**src/rtl/sseg_pkg.sv**
```systemverilog
// Shared constants for the seven-segment bus monitor: active-low segment codes
// (g..a, bit 6 = g) for hex 0-F, the blank pattern and the idle anode word.
package sseg_pkg;

   localparam logic [6:0] SEG_0 = 7'b1000000;
   localparam logic [6:0] SEG_1 = 7'b1111001;
   localparam logic [6:0] SEG_2 = 7'b0100100;
   localparam logic [6:0] SEG_3 = 7'b0110000;
   localparam logic [6:0] SEG_4 = 7'b0011001;
   localparam logic [6:0] SEG_5 = 7'b0010010;
   localparam logic [6:0] SEG_6 = 7'b0000010;
   localparam logic [6:0] SEG_7 = 7'b1111000;
   localparam logic [6:0] SEG_8 = 7'b0000000;
   localparam logic [6:0] SEG_9 = 7'b0010000;
   localparam logic [6:0] SEG_A = 7'b0001000;
   localparam logic [6:0] SEG_B = 7'b0000011;
   localparam logic [6:0] SEG_C = 7'b1000110;
   localparam logic [6:0] SEG_D = 7'b0100001;
   localparam logic [6:0] SEG_E = 7'b0000110;
   localparam logic [6:0] SEG_F = 7'b0001110;

   localparam logic [6:0] SEG_BLANK = 7'h7F;
   localparam logic [3:0] AN_IDLE   = 4'b1111;

   function automatic logic is_one_cold(input logic [3:0] a);
      return (a == 4'b1110) || (a == 4'b1101) || (a == 4'b1011) || (a == 4'b0111);
   endfunction

endpackage

```
**src/rtl/seg7_to_hex.sv**
```systemverilog
// Combinational inverse of the seven-segment encoder: maps an active-low
// segment pattern back to its hex nibble and flags patterns outside the table.
module seg7_to_hex
   import sseg_pkg::*;
(
   input  logic [6:0] seg,
   output logic [3:0] nibble,
   output logic       legal
);

   always_comb begin
      nibble = 4'h0;
      legal  = 1'b1;
      case (seg)
         SEG_0:   nibble = 4'h0;
         SEG_1:   nibble = 4'h1;
         SEG_2:   nibble = 4'h2;
         SEG_3:   nibble = 4'h3;
         SEG_4:   nibble = 4'h4;
         SEG_5:   nibble = 4'h5;
         SEG_6:   nibble = 4'h6;
         SEG_7:   nibble = 4'h7;
         SEG_8:   nibble = 4'h8;
         SEG_9:   nibble = 4'h9;
         SEG_A:   nibble = 4'hA;
         SEG_B:   nibble = 4'hB;
         SEG_C:   nibble = 4'hC;
         SEG_D:   nibble = 4'hD;
         SEG_E:   nibble = 4'hE;
         SEG_F:   nibble = 4'hF;
         default: legal  = 1'b0;
      endcase
   end

endmodule

```
**src/rtl/sseg_capture.sv**
```systemverilog
// Loopback monitor for a multiplexed four-digit seven-segment bus: synchronizes
// the pins, waits for a stable word, decodes it and holds the last value per digit.
module sseg_capture
   import sseg_pkg::*;
#(
   parameter int STABLE_CYCLES = 4,
   parameter int TIMEOUT_W     = 16
)(
   input  logic       clk,
   input  logic       reset_n,
   input  logic [3:0] an,
   input  logic [7:0] sseg,
   output logic [3:0] hex0,
   output logic [3:0] hex1,
   output logic [3:0] hex2,
   output logic [3:0] hex3,
   output logic [3:0] dp,
   output logic [3:0] digit_valid,
   output logic       frame_done,
   output logic       code_err,
   output logic       an_err
);

   logic [3:0]           an_p0, an_p1;
   logic [7:0]           sseg_p0, sseg_p1;
   logic [11:0]          word_p1, word_p2;
   logic [7:0]           stable_cnt;
   logic [TIMEOUT_W-1:0] idle_timer;
   logic [3:0]           seen;
   logic [3:0]           hex_q [4];

   logic                 strobe, one_cold, legal, valid_cap, bad_code, bad_an, timer_wrap;
   logic [3:0]           cap_an, sel, nibble;
   logic                 cap_dp;
   logic [3:0]           valid_nxt, seen_nxt;
   logic                 frame_nxt;

   // Stage p0/p1: two-flop synchronizer, blank on reset
   always_ff @(posedge clk or negedge reset_n) begin
      if (!reset_n) begin
         an_p0   <= AN_IDLE;
         an_p1   <= AN_IDLE;
         sseg_p0 <= 8'hFF;
         sseg_p1 <= 8'hFF;
      end else begin
         an_p0   <= an;
         an_p1   <= an_p0;
         sseg_p0 <= sseg;
         sseg_p1 <= sseg_p0;
      end
   end

   assign word_p1 = {an_p1, sseg_p1};

   // Stage p2: delayed copy and saturating stability counter
   always_ff @(posedge clk or negedge reset_n) begin
      if (!reset_n) begin
         word_p2    <= 12'hFFF;
         stable_cnt <= 8'd0;
      end else begin
         word_p2 <= word_p1;
         if (word_p1 != word_p2)
            stable_cnt <= 8'd0;
         else if (stable_cnt != 8'(STABLE_CYCLES))
            stable_cnt <= stable_cnt + 8'd1;
      end
   end

   // Fires only on the edge where the counter steps into saturation
   assign strobe = (word_p1 == word_p2) && (stable_cnt == 8'(STABLE_CYCLES - 1));

   assign cap_an   = word_p1[11:8];
   assign cap_dp   = word_p1[7];
   assign sel      = ~cap_an;
   assign one_cold = is_one_cold(cap_an);

   seg7_to_hex u_dec (
      .seg    (word_p1[6:0]),
      .nibble (nibble),
      .legal  (legal)
   );

   assign valid_cap  = strobe && one_cold && legal;
   assign bad_code   = strobe && one_cold && !legal;
   assign bad_an     = strobe && !one_cold && (cap_an != AN_IDLE);
   assign timer_wrap = &idle_timer;

   // A valid capture in the wrap cycle takes precedence over the stale clear
   always_comb begin
      valid_nxt = digit_valid;
      seen_nxt  = seen;
      frame_nxt = 1'b0;
      if (valid_cap) begin
         valid_nxt = digit_valid | sel;
         if ((seen | sel) == 4'hF) begin
            frame_nxt = 1'b1;
            seen_nxt  = 4'h0;
         end else begin
            seen_nxt = seen | sel;
         end
      end else begin
         if (timer_wrap) begin
            valid_nxt = 4'h0;
            seen_nxt  = 4'h0;
         end
         if (bad_code)
            valid_nxt = valid_nxt & cap_an;
      end
   end

   // Stage p3: capture registers, frame/error pulses and idle timer
   always_ff @(posedge clk or negedge reset_n) begin
      if (!reset_n) begin
         for (int k = 0; k < 4; k++) hex_q[k] <= 4'h0;
         dp          <= 4'b1111;
         digit_valid <= 4'h0;
         seen        <= 4'h0;
         idle_timer  <= '0;
         frame_done  <= 1'b0;
         code_err    <= 1'b0;
         an_err      <= 1'b0;
      end else begin
         if (valid_cap) begin
            for (int k = 0; k < 4; k++) begin
               if (sel[k]) begin
                  hex_q[k] <= nibble;
                  dp[k]    <= cap_dp;
               end
            end
            idle_timer <= '0;
         end else begin
            idle_timer <= idle_timer + TIMEOUT_W'(1);
         end
         digit_valid <= valid_nxt;
         seen        <= seen_nxt;
         frame_done  <= frame_nxt;
         code_err    <= bad_code;
         an_err      <= bad_an;
      end
   end

   assign hex0 = hex_q[0];
   assign hex1 = hex_q[1];
   assign hex2 = hex_q[2];
   assign hex3 = hex_q[3];

endmodule

```
**config.mk**
```make
export PLATFORM = sky130hd
export DESIGN_NAME = sseg_capture
export DESIGN_NICKNAME = d
export VERILOG_FILES = /design/src/rtl/sseg_pkg.sv /design/src/rtl/seg7_to_hex.sv /design/src/rtl/sseg_capture.sv
export SDC_FILE = /design/constraint.sdc
export NUM_CORES = 1
export LEC_CHECK = 0
export ABC_CLOCK_PERIOD_IN_PS = 3200
export BUFFER_PORTS_ARGS = -buffer_cell sky130_fd_sc_hd__buf_2
export CAP_MARGIN = 20
export CELL_PAD_IN_SITES_DETAIL_PLACEMENT = 1
export CELL_PAD_IN_SITES_GLOBAL_PLACEMENT = 1
export CORE_MARGIN = 2
export CORE_UTILIZATION = 47
export DETAILED_ROUTE_END_ITERATION = 10
export PLACE_DENSITY = 0.83
export SYNTH_ARGS = -nofsm -noshare
export SYNTH_HDL_FRONTEND = slang
export SYNTH_SLANG_ARGS = --single-unit
```
**constraint.sdc**
```tcl
create_clock -name clk -period 3.2 [get_ports clk]
set_clock_uncertainty 0.2 [all_clocks]
set_input_delay 0.64 -clock clk [delete_from_list [all_inputs] [get_ports clk]]
set_output_delay 0.64 -clock clk [all_outputs]
set_load 0.01 [all_outputs]
```
==> flow_summary.toml <==
[run_status]
status = "finished clean"

[timing]
final_setup_violation_count = 0
hold_violations = 0
final_period_minus_worst_setup_slack_ps = 2880
fmax_mhz = 347
slew_headroom_pct = 52.1
worst_slack_ps = 317
tns_ps = 0
slew_violations = 0
worst_slew_pin_slew_ps = 709
final.period_utilization_pct = 90.1
setup_repair_after_global_routing_missed_its_margin = "false"
fin_worst_hold_slack_ps = 85.1

[clock_network]
cts_tree = "yes"
cts_post_setup_buffers_inserted = 0
cts.root.buffer_cell = "sky130_fd_sc_hd__clkbuf_8"
clock_insertion_delay_at_the_later_pin_of_the_skew_report_ps = 360
clock_path_buffers = 2
clkSinkCount = 91
cts_buffers = 9
htree_levels = 3
cts.reportedPaths.clkPinSlew_ps = 90

[power_and_ir_drop]
max-vdd-ir-drop_mv = 0.336
power.density_mw_per_mm2 = 470
tot_pwr_mw = 2.07
leak_pwr_nw = 2.02

[worst_setup_path]
rrSetupSlack_ps = 320
timing.rr.start = "sseg_p1[1]$_DFF_PN1_"
critPathMaxFanout = 14
cp.arrival_ps = 2930
crit_path_start_kind = "register"
crit_slowest_cell = "sky130_fd_sc_hd__dfstp_2"
critical_path.startpoint = "sseg_p1[1]$_DFF_PN1_"
critPathKind = "register to register"
crit_path_end_kind = "register"
required_ps = 3250
ff2ff_path_depth = 6
crit_path_cell_trace = "xor2_1 > nor4_1 > nand4_1 > or3_4 > nor3_4 > mux2_2"
critical_path.max_stage_delay_ps = 680

[placed_design]
port_buffers = 40
hpwl_um = 5560
gp_congestion = 0.800
place_ws_ps = 122
dpl-instance-area_mm2 = 0.00421
post-place-cells = 458

[final_layout]
design.final.nets = 381
drive_gt1_share_pct = 35.2
n_antenna_cell = 0
synthToLayoutAreaGrowth_pct = 13.2
multi_input_comb_area_mm2 = 0.00148
layout.core_utilization_pct = 54.2
n_fill_cell = 865
final_cell_area_mm2 = 0.00441
post_layout_cell_count = 474
area.sequential_mm2 = 0.00233

[yosys]
netlist_top_cells_count = "51 x sky130_fd_sc_hd__dfrtp_1, 40 x sky130_fd_sc_hd__dfstp_2, 37 x sky130_fd_sc_hd__nor2_1"
synth-main-ff-cell = "sky130_fd_sc_hd__dfrtp_1"
cell_types_with_the_largest_area_share_after_synthesis = "sky130_fd_sc_hd__dfrtp_1 33%, sky130_fd_sc_hd__dfstp_2 27%, sky130_fd_sc_hd__xor2_1 5.8%, sky130_fd_sc_hd__mux2_2 5.5%, sky130_fd_sc_hd__nor2_1 3.6%"
edff_count_synth = 0
post-synth-top-area-cell = "sky130_fd_sc_hd__dfrtp_1"
syn_inst = 323
synth_async_sr_flop_share_pct = 100
synth_largest_type_area_fraction_pct = 32.8
mappedNetlistArea_mm2 = 0.00390
synth_sequential_area_ratio_pct = 59.7
synth_cell_types = 48
synth_nets = 340
postSynthAreaPerCell_um2 = 12.1
yosys_register_bits = 91
yosys_warnings = 0
leading_cell_type_by_number_of_instances_after_synthesis = "sky130_fd_sc_hd__dfrtp_1"

[floorplanning]
row_count = 33
fp.coreArea_mm2 = 0.00813
design.die.area_mm2 = 0.00903
top_level_ports = 41
die_w_um = 95.1
initial_core_util_pct = 47.9
die_y_um = 95.1

[routing]
detail-route-antenna-nets = 0
first_iter_violations = 85
drc = 0
route.vias.total = 2559
avgViaCountPerCell = 5.40
wire_length_per_cell_after_detailed_routing_um = 16.7
drt_pass1_iterations = 4
wirelength_um = 7940

[global_route]
overflow = 0
number_of_antenna_violations_at_the_first_check_in_global_routing = 0
grt_pass1_vias = 2741
grt_max_degree = 48
grt.total_usage_pct = 19.9
grt_first_pass_wirelength_um = 13700

[job]
max_cap_violations = 0

[hold_path]
timing.hold.worst.class = "input pin to asynchronous set/reset pin"
-- worst paths after layout --
kind                                        end
max in group asynchronous  sseg_p1[6]$_DFF_PN1_
setup reg to reg            hex1[3]$_DFFE_PN0P_
min in group clk             an_p1[2]$_DFF_PN1_
hold reg to reg              an_p1[2]$_DFF_PN1_
hold / removal              hex1[0]$_DFFE_PN0P_
setup / recovery            hex1[3]$_DFFE_PN0P_
-- placed cells by master (no fill, tap or decap), drive strengths merged, types with 2 or more instances in the layout --
| cell | count |
|---|---|
| nor4bb | 2 |
| nand4 | 7 |
| o22ai | 2 |
| nor2b | 3 |
| dfrtp | 51 |
| a21o | 2 |
| o21ai | 14 |
| xor2 | 26 |
| nand2b | 3 |
| and3 | 4 |
| inv | 9 |
| ha | 3 |
| mux2 | 20 |
| nand3 | 14 |
| or2 | 2 |
| a22oi | 2 |
| o2bb2a | 3 |
| clkinv | 3 |
| nor2 | 37 |
| and4 | 5 |
| buf | 45 |
| nand2 | 14 |
| clkbuf | 10 |
| nor4 | 5 |
| dfstp | 40 |
| xnor2 | 7 |
| o211ai | 5 |
| nor3 | 10 |
| a21oi | 6 |
-- flip-flops by register name (all words and copies together) (netlist names) --
signal,cells
sseg_p1,8
frame_done,1
digit_valid,4
stable_cnt,8
word_p2,12
sseg_p0,8
hex2,4
hex0,4
an_p0,4
dp,4
hex1,4
idle_timer,16
hex3,4
an_err,1
seen,4
code_err,1
an_p1,4
-- cell families after synthesis --
kind of cell / Yosys count / share of synthesized area (%)
AND/OR/NAND/NOR: 111 / 15.9
adder cells (fa/ha/maj): 3 / 0.963
flip-flops: 91 / 59.7
XOR/XNOR: 33 / 7.42
multiplexers: 21 / 6.04
buffers and inverters: 21 / 2.50
AO/OA/AOI/OAI: 43 / 7.45
-- worst max-delay path: cells and delay by family (launching register included) --
kind / cells / cell delay [ps]
and+or+nand+nor: 4 / 1400
DFF: 1 / 680
muxes: 1 / 390
xor gates and xnor gates: 1 / 110
-- final cells by class --
type                            instances  share of cell area (%)
Sequential cell                        91                    52.8
Multi-Input combinational cell        211                    33.6
Timing Repair Buffer                   45                    5.73
Clock buffer                           10                    3.38
Tap cell                              105                    2.98
Clock inverter                          6                    1.02
Inverter                                6                   0.511
-- routing by layer --
metal,up-vias,share of wire [%],GRT usage (%)
li1,1214,-,-
met1,1289,46,25.8
met2,46,49,33.2
met3,10,3.6,4.90
met4,0,1.2,6.40
met5,-,0,0
-- power by group --
part / switching (mW) / internal, mW / total [mW]
clock: 0.425 / 0.337 / 0.762
combinational: 0.0579 / 0.0321 / 0.0900
sequential: 0.0300 / 1.19 / 1.22
-- what timing repair did --
item                                    4_1_cts  5_1_grt
hold buffers                                  0        0
endpoints found under the setup margin        0       20
gates resized for setup                       0        1
Power figures use the tool's default switching activity.
